<file path="src/rtl/pri_sel_pkg.sv">
// Shared types and default sizing for the priority-select round-robin arbiter.
package pri_sel_pkg;

    localparam int unsigned N_DEF = 4;
    localparam int unsigned P_DEF = 4;

    typedef enum logic {
        IDLE = 1'b0,
        HOLD = 1'b1
    } state_t;

endpackage

</file>
<file path="src/rtl/pri_sel_rr_arb_rr_pick.sv">
// rr_pick: one-hot grant of the first set req bit at or above ptr, wrapping N-1 -> 0.
module rr_pick #(
    parameter int unsigned N = 4,
    localparam int unsigned NW = (N > 1) ? $clog2(N) : 1
) (
    input  logic [N-1:0]  req,
    input  logic [NW-1:0] ptr,
    output logic [N-1:0]  gnt
);

    // Walk upward from ptr with wrap and grant the first requester found.
    always_comb begin
        logic          found;
        logic [NW-1:0] idx;
        gnt   = '0;
        found = 1'b0;
        idx   = '0;
        for (int unsigned k = 0; k < N; k++) begin
            idx = NW'((32'(ptr) + k) % N);
            if (!found && req[idx]) begin
                gnt[idx] = 1'b1;
                found    = 1'b1;
            end
        end
    end

endmodule

</file>
<file path="src/rtl/pri_sel_rr_arb.sv">
// pri_sel_rr_arb: captures a per-input priority vector, finds the top level,
// and round-robin grants one input at that level with valid/accept hand-off.
// Optional macro PRI_SEL_LVL_PTR_EN: one round-robin pointer per priority level
// instead of a single shared pointer.
module pri_sel_rr_arb
    import pri_sel_pkg::*;
#(
    parameter int unsigned N  = N_DEF,
    parameter int unsigned P  = P_DEF,
    localparam int unsigned PW = $clog2(P),
    localparam int unsigned NW = (N > 1) ? $clog2(N) : 1
) (
    input  logic          clk,
    input  logic          rst,
    input  logic [PW-1:0] pri_in [0:N-1],
    input  logic          in_valid,
    output logic          in_ready,
    output logic [PW-1:0] max_pri,
    output logic [N-1:0]  req_out,
    output logic [N-1:0]  gnt_out,
    output logic          gnt_valid,
    input  logic          gnt_accept
);

    state_t        state, state_nxt;
    logic          cap_c, acc_c;
    logic [PW-1:0] max_c;
    logic [N-1:0]  req_c, gnt_c;
    logic [NW-1:0] gidx_c, ptr_adv_c, ptr_sel_c;

`ifdef PRI_SEL_LVL_PTR_EN
    localparam int unsigned LVLS = 1 << PW;
    logic [NW-1:0] ptr_q [LVLS];
`else
    logic [NW-1:0] ptr_q;
`endif

    assign gnt_valid = (state == HOLD);
    assign in_ready  = (state == IDLE) || gnt_accept;
    assign cap_c     = in_valid && in_ready;
    assign acc_c     = gnt_valid && gnt_accept;

    // Highest priority present and the multi-hot set of inputs sitting at it.
    always_comb begin
        max_c = '0;
        req_c = '0;
        for (int unsigned i = 0; i < N; i++) begin
            if (pri_in[i] > max_c) max_c = pri_in[i];
        end
        for (int unsigned i = 0; i < N; i++) begin
            req_c[i] = (max_c != '0) && (pri_in[i] == max_c);
        end
    end

    // Pointer following the currently held winner, used when it is accepted.
    always_comb begin
        gidx_c = '0;
        for (int unsigned i = 0; i < N; i++) begin
            if (gnt_out[i]) gidx_c = NW'(i);
        end
        ptr_adv_c = (32'(gidx_c) == N - 1) ? '0 : NW'(32'(gidx_c) + 1);
    end

    // A capture coinciding with an accept searches from the already-advanced pointer.
    always_comb begin
`ifdef PRI_SEL_LVL_PTR_EN
        ptr_sel_c = (acc_c && (max_pri == max_c)) ? ptr_adv_c : ptr_q[max_c];
`else
        ptr_sel_c = acc_c ? ptr_adv_c : ptr_q;
`endif
    end

    rr_pick #(.N(N)) u_rr_pick (
        .req (req_c),
        .ptr (ptr_sel_c),
        .gnt (gnt_c)
    );

    // FSM state register.
    always_ff @(posedge clk or posedge rst) begin
        if (rst) state <= IDLE;
        else     state <= state_nxt;
    end

    // FSM next state: only a non-zero capture produces a grant.
    always_comb begin
        state_nxt = state;
        case (state)
            IDLE: if (cap_c && (max_c != '0)) state_nxt = HOLD;
            HOLD: if (gnt_accept) state_nxt = (cap_c && (max_c != '0)) ? HOLD : IDLE;
            default: state_nxt = IDLE;
        endcase
    end

    // Result registers: load on capture, clear once a grant is consumed.
    always_ff @(posedge clk or posedge rst) begin
        if (rst) begin
            max_pri <= '0;
            req_out <= '0;
            gnt_out <= '0;
        end else if (cap_c) begin
            max_pri <= max_c;
            req_out <= req_c;
            gnt_out <= gnt_c;
        end else if (acc_c) begin
            max_pri <= '0;
            req_out <= '0;
            gnt_out <= '0;
        end
    end

    // Round-robin pointer(s): move only when a presented grant is accepted.
    always_ff @(posedge clk or posedge rst) begin
`ifdef PRI_SEL_LVL_PTR_EN
        if (rst) begin
            for (int unsigned l = 0; l < LVLS; l++) ptr_q[l] <= '0;
        end else if (acc_c) begin
            ptr_q[max_pri] <= ptr_adv_c;
        end
`else
        if (rst)        ptr_q <= '0;
        else if (acc_c) ptr_q <= ptr_adv_c;
`endif
    end

endmodule
</file>
<file path="config.mk">
export PLATFORM = sky130hd
export DESIGN_NAME = pri_sel_rr_arb
export DESIGN_NICKNAME = d
export VERILOG_FILES = /design/src/rtl/pri_sel_pkg.sv /design/src/rtl/pri_sel_rr_arb_rr_pick.sv /design/src/rtl/pri_sel_rr_arb.sv
export SDC_FILE = /design/constraint.sdc
export NUM_CORES = 1
export LEC_CHECK = 0
export ABC_AREA = 1
export BUFFER_PORTS_ARGS = -buffer_cell sky130_fd_sc_hd__buf_2
export CORE_AREA = 2 2 65 67
export DETAILED_ROUTE_END_ITERATION = 10
export DIE_AREA = 0 0 67 69
export PLACE_DENSITY = 0.62
export SLEW_MARGIN = 10
export SYNTH_ARGS = -nofsm -noshare
export SYNTH_HDL_FRONTEND = slang
export SYNTH_SLANG_ARGS = --single-unit
</file>
<file path="constraint.sdc">
create_clock -name clk -period 7 [get_ports clk]
set_clock_uncertainty 0.15 [all_clocks]
set_input_delay 0.35 -clock clk [delete_from_list [all_inputs] [get_ports clk]]
set_output_delay 0.35 -clock clk [all_outputs]
set_load 0.03 [all_outputs]
</file>
==> impl_metrics.json, run 1 <==
{
  "status": "complete, no violations",
  "dp_hpwl_mm": 2.55,
  "ys_seq_area_share_pct": 21.6,
  "fillers": 437,
  "drcViolationCount": 0,
  "peakVddDrop_mv": 0.0936,
  "die_area_mm2": 0.00462,
  "ant_nets": 0,
  "stdcell_area_mm2": 0.00174,
  "r2r_cells": 15,
  "cp.buffers_inverters": 7,
  "regArea_um2": 325,
  "syn_inst": 203,
  "r2r-start": "gnt_out[3]",
  "slowest_delay_ns": 0.31,
  "place_congestion": 0.770,
  "grt_pass1_wl_mm": 5.47,
  "syn_avg_cell_area_um2": 7.43,
  "via_per_inst": 4.81,
  "grt_max_degree": 14,
  "cp_common_cell": "nand3_1",
  "area_delta_synth_final_pct": 15.5,
  "dr.pass1.iters": 4,
  "cts_buffer_depth": 2,
  "multi_input_area_mm2": 0.00104,
  "core_mm2": 0.00391,
  "place_ws_ns": 3.03,
  "cellPowerDensity_mw_per_mm2": 365,
  "synth_cell_types": 25,
  "post_drt_wl_per_cell_um": 10.9,
  "yosysTopAreaCell": "dfrtp_1",
  "vias": 1351,
  "worstSkewPairLatency_ns": 0.25,
  "nets": 263,
  "crit_path_end_kind": "flip-flop",
  "ys_ff_latch": 13,
  "fin_setup_tns_ns": 0,
  "grt_pass1_vias": 1304,
  "grt_overflow": 0,
  "cts_setup_buffers": 0,
  "die_h_um": 69,
  "io_buffers": 23,
  "min_period_over_period_pct": 52.6,
  "hold_viol_final": 0,
  "start_util_pct": 38.5,
  "cp.required_ns": 6.98,
  "slowest_stage": "ha_1",
  "min_period_ns": 3.68,
  "power_leakage_uw": 0.000995,
  "synth_warnings": 0,
  "drive_gt1_share_pct": 29.0,
  "hold_path_class": "in -> reg",
  "htree_num_levels": 1,
  "root_buffer": "clkbuf_8",
  "grt_setup_unrepaired": "no",
  "syn-cell-area_mm2": 0.00151,
  "pin_count": 24,
  "worst-setup-path-type": "in -> reg",
  "finalSetupViolations": 0,
  "rows": 23,
  "wirelength_mm": 3.06,
  "die_w_um": 67,
  "clkTransAtPathRegs_ns": 0.06,
  "path_max_fanout": 6,
  "holdCritStartpoint": "in_valid",
  "grt.total_usage_pct": 14.7,
  "tightest_slew_ns": 0.492,
  "syn-num-nets": 234,
  "r2r-end": "gnt_out[0]",
  "diodes": 0,
  "arrival_ns": 3.66,
  "dr.first_iter.drc_count": 74,
  "clock.fmax_ghz": 0.272,
  "reg2reg_setup_slack_ns": 4.48,
  "placed_area_mm2": 0.00169,
  "relSlewSlack_pct": 67.2,
  "cp.depth": 29,
  "setup_slack_ns": 3.32,
  "synth_top_area_share_pct": 21.6,
  "postCtsResizedCells": 0,
  "power_uw": 636,
  "hold_path_end": "gnt_valid",
  "cts_tree": "yes",
  "antenna_found_initial": 0,
  "path_delay_family": "simple AND/OR/NAND/NOR gates",
  "cts_sinks": 13,
  "hold_depth": 3,
  "slew_violations": 0,
  "numCtsBuffers": 3,
  "synth.area.top_cells": "dfrtp_1 22%, ha_1 16%, nand2_1 13%, nand3_1 12%, inv_1 7.2%",
  "drv_cap": 0,
  "critPathLaunchType": "input port"
}
[routing by layer]
layer	up-vias	track usage [%]	routed length (µm)
met2	26	25.1	1470
met5	-	0	0
li1	716	-	-
met3	5	0.816	100
met4	0	5.44	49
met1	604	19.0	1440
[through the flow]
| stage | util, % | hold slack, ns | instances |
|---|---|---|---|
| 2_1_floorplan | - | 0.0770 | 203 |
| 3_3_place_gp | 43.1 | 0.252 | 276 |
| 3_5_place_dp | 43.1 | 0.252 | 276 |
| 4_1_cts | 44.5 | 0.265 | 281 |
| 5_1_grt | 44.5 | 0.276 | 281 |
| 6_report | 44.5 | 0.261 | 281 |
[synth_stat cells]
| library cell | number |
|---|---|
| or2_1 | 1 |
| inv_4 | 1 |
| inv_1 | 29 |
| nor2_1 | 2 |
| dfrtp_1 | 13 |
| nand3_4 | 3 |
| o21ai_0 | 5 |
| o21a_4 | 1 |
| nand4_2 | 2 |
| o21ai_2 | 4 |
| ha_1 | 19 |
| inv_6 | 1 |
| o21bai_1 | 3 |
| o211ai_1 | 1 |
| nand2_1 | 51 |
| xor2_1 | 1 |
| nor2_4 | 1 |
| nand2_2 | 9 |
| nand3_2 | 10 |
| a32o_1 | 2 |
| inv_2 | 5 |
| o21ai_4 | 1 |
| nand2_4 | 2 |
| clkinv_1 | 1 |
| nand3_1 | 35 |
[state kept, by name, indices dropped and copies added, names as in the netlist]
| name | count |
|---|---|
| gnt_valid | 1 |
| ptr_q | 2 |
| max_pri | 2 |
| gnt_out | 4 |
| req_out | 4 |
[what timing repair did]
action,CTS,global route
endpoints found under the setup margin,0,0
hold buffers,1,0
endpoints found under the hold margin,13,0
[report_power, final]
part / total (µW) / leakage (µW) / switching, µW / internal (µW)
combinational: 457 / 0.000805 / 306 / 151
clock: 67.3 / 0.0000255 / 27.9 / 39.3
sequential: 111 / 0.000164 / 11.9 / 99.0
total: 636 / 0.000995 / 346 / 290
[logic make-up (layout without fill, tap and decap cells)]
family,after synthesis,after routing,share of synthesized area (%)
DFF,13,13,21.6
xor gates and xnor gates,1,1,0.581
buffers and inverters,37,65,9.71
and+or+nand+nor,116,116,43.0
adders and majority gates,19,19,15.8
AOI/OAI and AO/OA,17,17,9.38
[worst max-delay path by stage]
stage,endpoint,from,slack [ns]
3_5_place_dp,gnt_out[0],pri_in[5],3.03
3_3_place_gp,gnt_out[1],pri_in[5],3.09
2_1_floorplan,gnt_out[1],pri_in[5],3.49
4_1_cts,gnt_out[0],pri_in[5],3.28
5_1_grt,gnt_out[0],pri_in[5],2.92
6_report,gnt_out[0],pri_in[5],3.32
[area by class of cell]
cell class,count,share of cell area [%]
multi-input cells,153,59.5
clock inverters,1,0.287
well taps,50,3.59
clock buffers,3,2.37
inverters,37,8.41
flip-flops and latches,13,18.7
repair buffers,24,7.18
[tightest hold or removal path, stage by stage]
cell and delay [ns]:
buf_2 0.10, inv_1 0.06, o211ai_1 0.09
[cells in the final DEF, fill, tap and decap left out, drive strengths merged]
cell type	n
clkinv	2
xor2	1
a32o	2
ha	19
or2	1
dlygate4sd3	1
nor2	3
inv	36
o21a	1
nand2	62
o21bai	3
o21ai	10
clkbuf	3
nand4	2
buf	23
nand3	48
o211ai	1
dfrtp	13
(Power assumes the default switching activity.)
==> inputs of run 2 (changes only) <==
clock period = 3.6 ns   (was 7 ns; I/O delays follow)
==> run 2 against run 1 <==
  * Sequential share of layout area shrank 1.4 points
  * Largest power group unchanged
  * Die area unchanged
  * Clock power increased by 93%
  * Power rose by 100%
  * Via count grew 4.4%
  * Final cell count grew 2.8%
  * Critical path depth is 2 higher
  * Worst hold slack worse by 0.16 ns
  * First-iteration DRC count decreased by 18%
  * Setup slack got worse by 3.0 ns
  * Sequential power increased by 95%
  * Global-route usage grew 0.85 points
==> impl_metrics.json, run 2 (synthesis results as in run 1) <==
{
  "numCtsBuffers": 3,
  "nets": 271,
  "hold_viol_final": 0,
  "grt_overflow": 0,
  "peakVddDrop_mv": 0.233,
  "r2r-end": "gnt_out[2]",
  "clockPowerShare_pct": 10.0,
  "drv_cap": 0,
  "pin_count": 24,
  "critPathLaunchType": "input port",
  "grt_pass1_wl_mm": 5.76,
  "crit_path_end_kind": "flip-flop",
  "power_frac_comb_pct": 73.4,
  "cts_buffer_depth": 2,
  "seqPwrFrac_pct": 16.6,
  "hold_path_end": "gnt_valid",
  "htree_num_levels": 1,
  "swShare_pct": 54.2,
  "cellPowerDensity_mw_per_mm2": 692,
  "holdCritStartpoint": "in_valid",
  "post_drt_wl_per_cell_um": 11.5,
  "slowest_stage": "ha_1",
  "top_regs": "gnt_out (4), req_out (4)",
  "tightest_slew_ns": 0.492,
  "dr.first_iter.drc_count": 61,
  "diodes": 0,
  "worst-setup-path-type": "in -> reg",
  "layout.core_utilization_pct": 48.1,
  "antenna_found_initial": 0,
  "root_buffer": "clkbuf_8",
  "final_common_cell": "nand2_1",
  "die_h_um": 69,
  "drive_gt1_share_pct": 36.0,
  "clkTransAtPathRegs_ns": 0.05,
  "path_max_fanout": 6,
  "clock.fmax_ghz": 0.303,
  "grt_max_degree": 14,
  "grt_pass1_vias": 1323,
  "stdcell_area_mm2": 0.00188,
  "power_leakage_uw": 0.00105,
  "place_congestion": 0.809,
  "fillers": 405,
  "via_per_inst": 4.88,
  "relSlewSlack_pct": 67.2,
  "setup_slack_ns": 0.296,
  "wirelength_mm": 3.31,
  "reg2reg_setup_slack_ns": 1.03,
  "rows": 23,
  "cts_sinks": 13,
  "placed_area_mm2": 0.00173,
  "slowest_delay_ns": 0.26,
  "io_buffers": 23,
  "p_switching_uw": 705,
  "internal_power_uw": 597,
  "core_mm2": 0.00391,
  "cts_tree": "yes",
  "dr.pass1.iters": 4,
  "cp_common_cell": "nand2_1",
  "area_delta_synth_final_pct": 24.8,
  "r2r-start": "gnt_out[2]",
  "hold_depth": 3,
  "finalSetupViolations": 0,
  "grt.total_usage_pct": 15.5,
  "r2r_cells": 16,
  "die_w_um": 67,
  "cp.required_ns": 3.63,
  "status": "complete, no violations",
  "start_util_pct": 38.5,
  "hold_path_class": "in -> reg",
  "most-common-layout-cells": "47 x nand2_1, 29 x nand3_1, 28 x inv_1",
  "min_period_ns": 3.30,
  "vias": 1410,
  "ant_nets": 0,
  "place_ws_ns": -0.0311,
  "arrival_ns": 3.34,
  "min_period_over_period_pct": 91.8,
  "worstSkewPairLatency_ns": 0.24,
  "slew_violations": 0,
  "die_area_mm2": 0.00462,
  "drcViolationCount": 0,
  "dp_hpwl_mm": 2.65
}
-- run 2: cell count changes in the layout (fill, tap and decap cells not counted), moves of 2 or more --
cell,before,now
buf_4,0,7
nand2_4,2,4
nand2_2,9,11
nand3_2,10,15
nand2_1,51,47
nand3_1,35,29
-- run 2: power by group through the flow --
stage / sequential, µW / clock (µW) / combinational (µW)
after floorplan: 285 / 0 / 651
after global placement: 218 / 0 / 895
after detailed placement: 220 / 0 / 900
after CTS: 217 / 133 / 904
after global routing: 224 / 138 / 1080
final: 217 / 130 / 955
-- run 2: layout make-up --
type / count / area, µm² / area share (%)
Inverter: 37 / 146 / 7.78
Multi-Input combinational cell: 153 / 1110 / 59.2
Sequential cell: 13 / 325 / 17.3
Tap cell: 50 / 62.6 / 3.32
Timing Repair Buffer: 32 / 189 / 10.0
Clock buffer: 4 / 45.0 / 2.39
-- run 2: per-layer routing --
| layer | track usage, % | vias to the layer above | part of all wire (%) | routed length, µm |
|---|---|---|---|---|
| li1 | - | 730 | - | - |
| met1 | 20.1 | 655 | 46 | 1520 |
| met2 | 25.9 | 21 | 50 | 1660 |
| met3 | 1.14 | 4 | 2.4 | 80 |
| met4 | 6.80 | 0 | 1.5 | 51 |
| met5 | 0 | - | 0 | 0 |
-- run 2: what timing repair did --
| action | 4_1_cts | 5_1_grt |
|---|---|---|
| buffers inserted | 0 | 2 |
| resized for setup | 0 | 17 |
| hold buffers | 1 | 0 |
| endpoints found under the hold margin | 13 | 0 |
| setup endpoints to repair | 0 | 4 |
-- run 2: worst max-delay path by stage --
stage                       endpoint  cells past startpoint  slack (ns)       from
after floorplan           gnt_out[1]                     28        0.26  pri_in[5]
after global placement    gnt_out[2]                     31        0.01  pri_in[7]
after detailed placement  gnt_out[2]                     29       -0.03  pri_in[7]
after CTS                 gnt_out[2]                     29        0.21  pri_in[7]
after global routing      gnt_out[1]                     31       -0.02  pri_in[5]
final                     gnt_out[2]                     31        0.30  pri_in[5]
-- run 2: worst max-delay path, delay by kind of cell --
family / cells / cell delay [ns]
AOI/OAI and AO/OA: 4 / 0.48
adders and majority gates: 3 / 0.72
buffers and inverters: 8 / 0.62
and+or+nand+nor: 16 / 1.31
-- run 2: per-stage QoR --
step                hold WS, ns  setup TNS, ns  cells  total power (µW)
floorplan               -0.0930              0    203               936
global placement         0.0691              0    282              1110
detailed placement       0.0837        -0.0747    282              1120
CTS                       0.100              0    287              1250
global route              0.127        -0.0392    289              1440
finish                   0.0985              0    289              1300
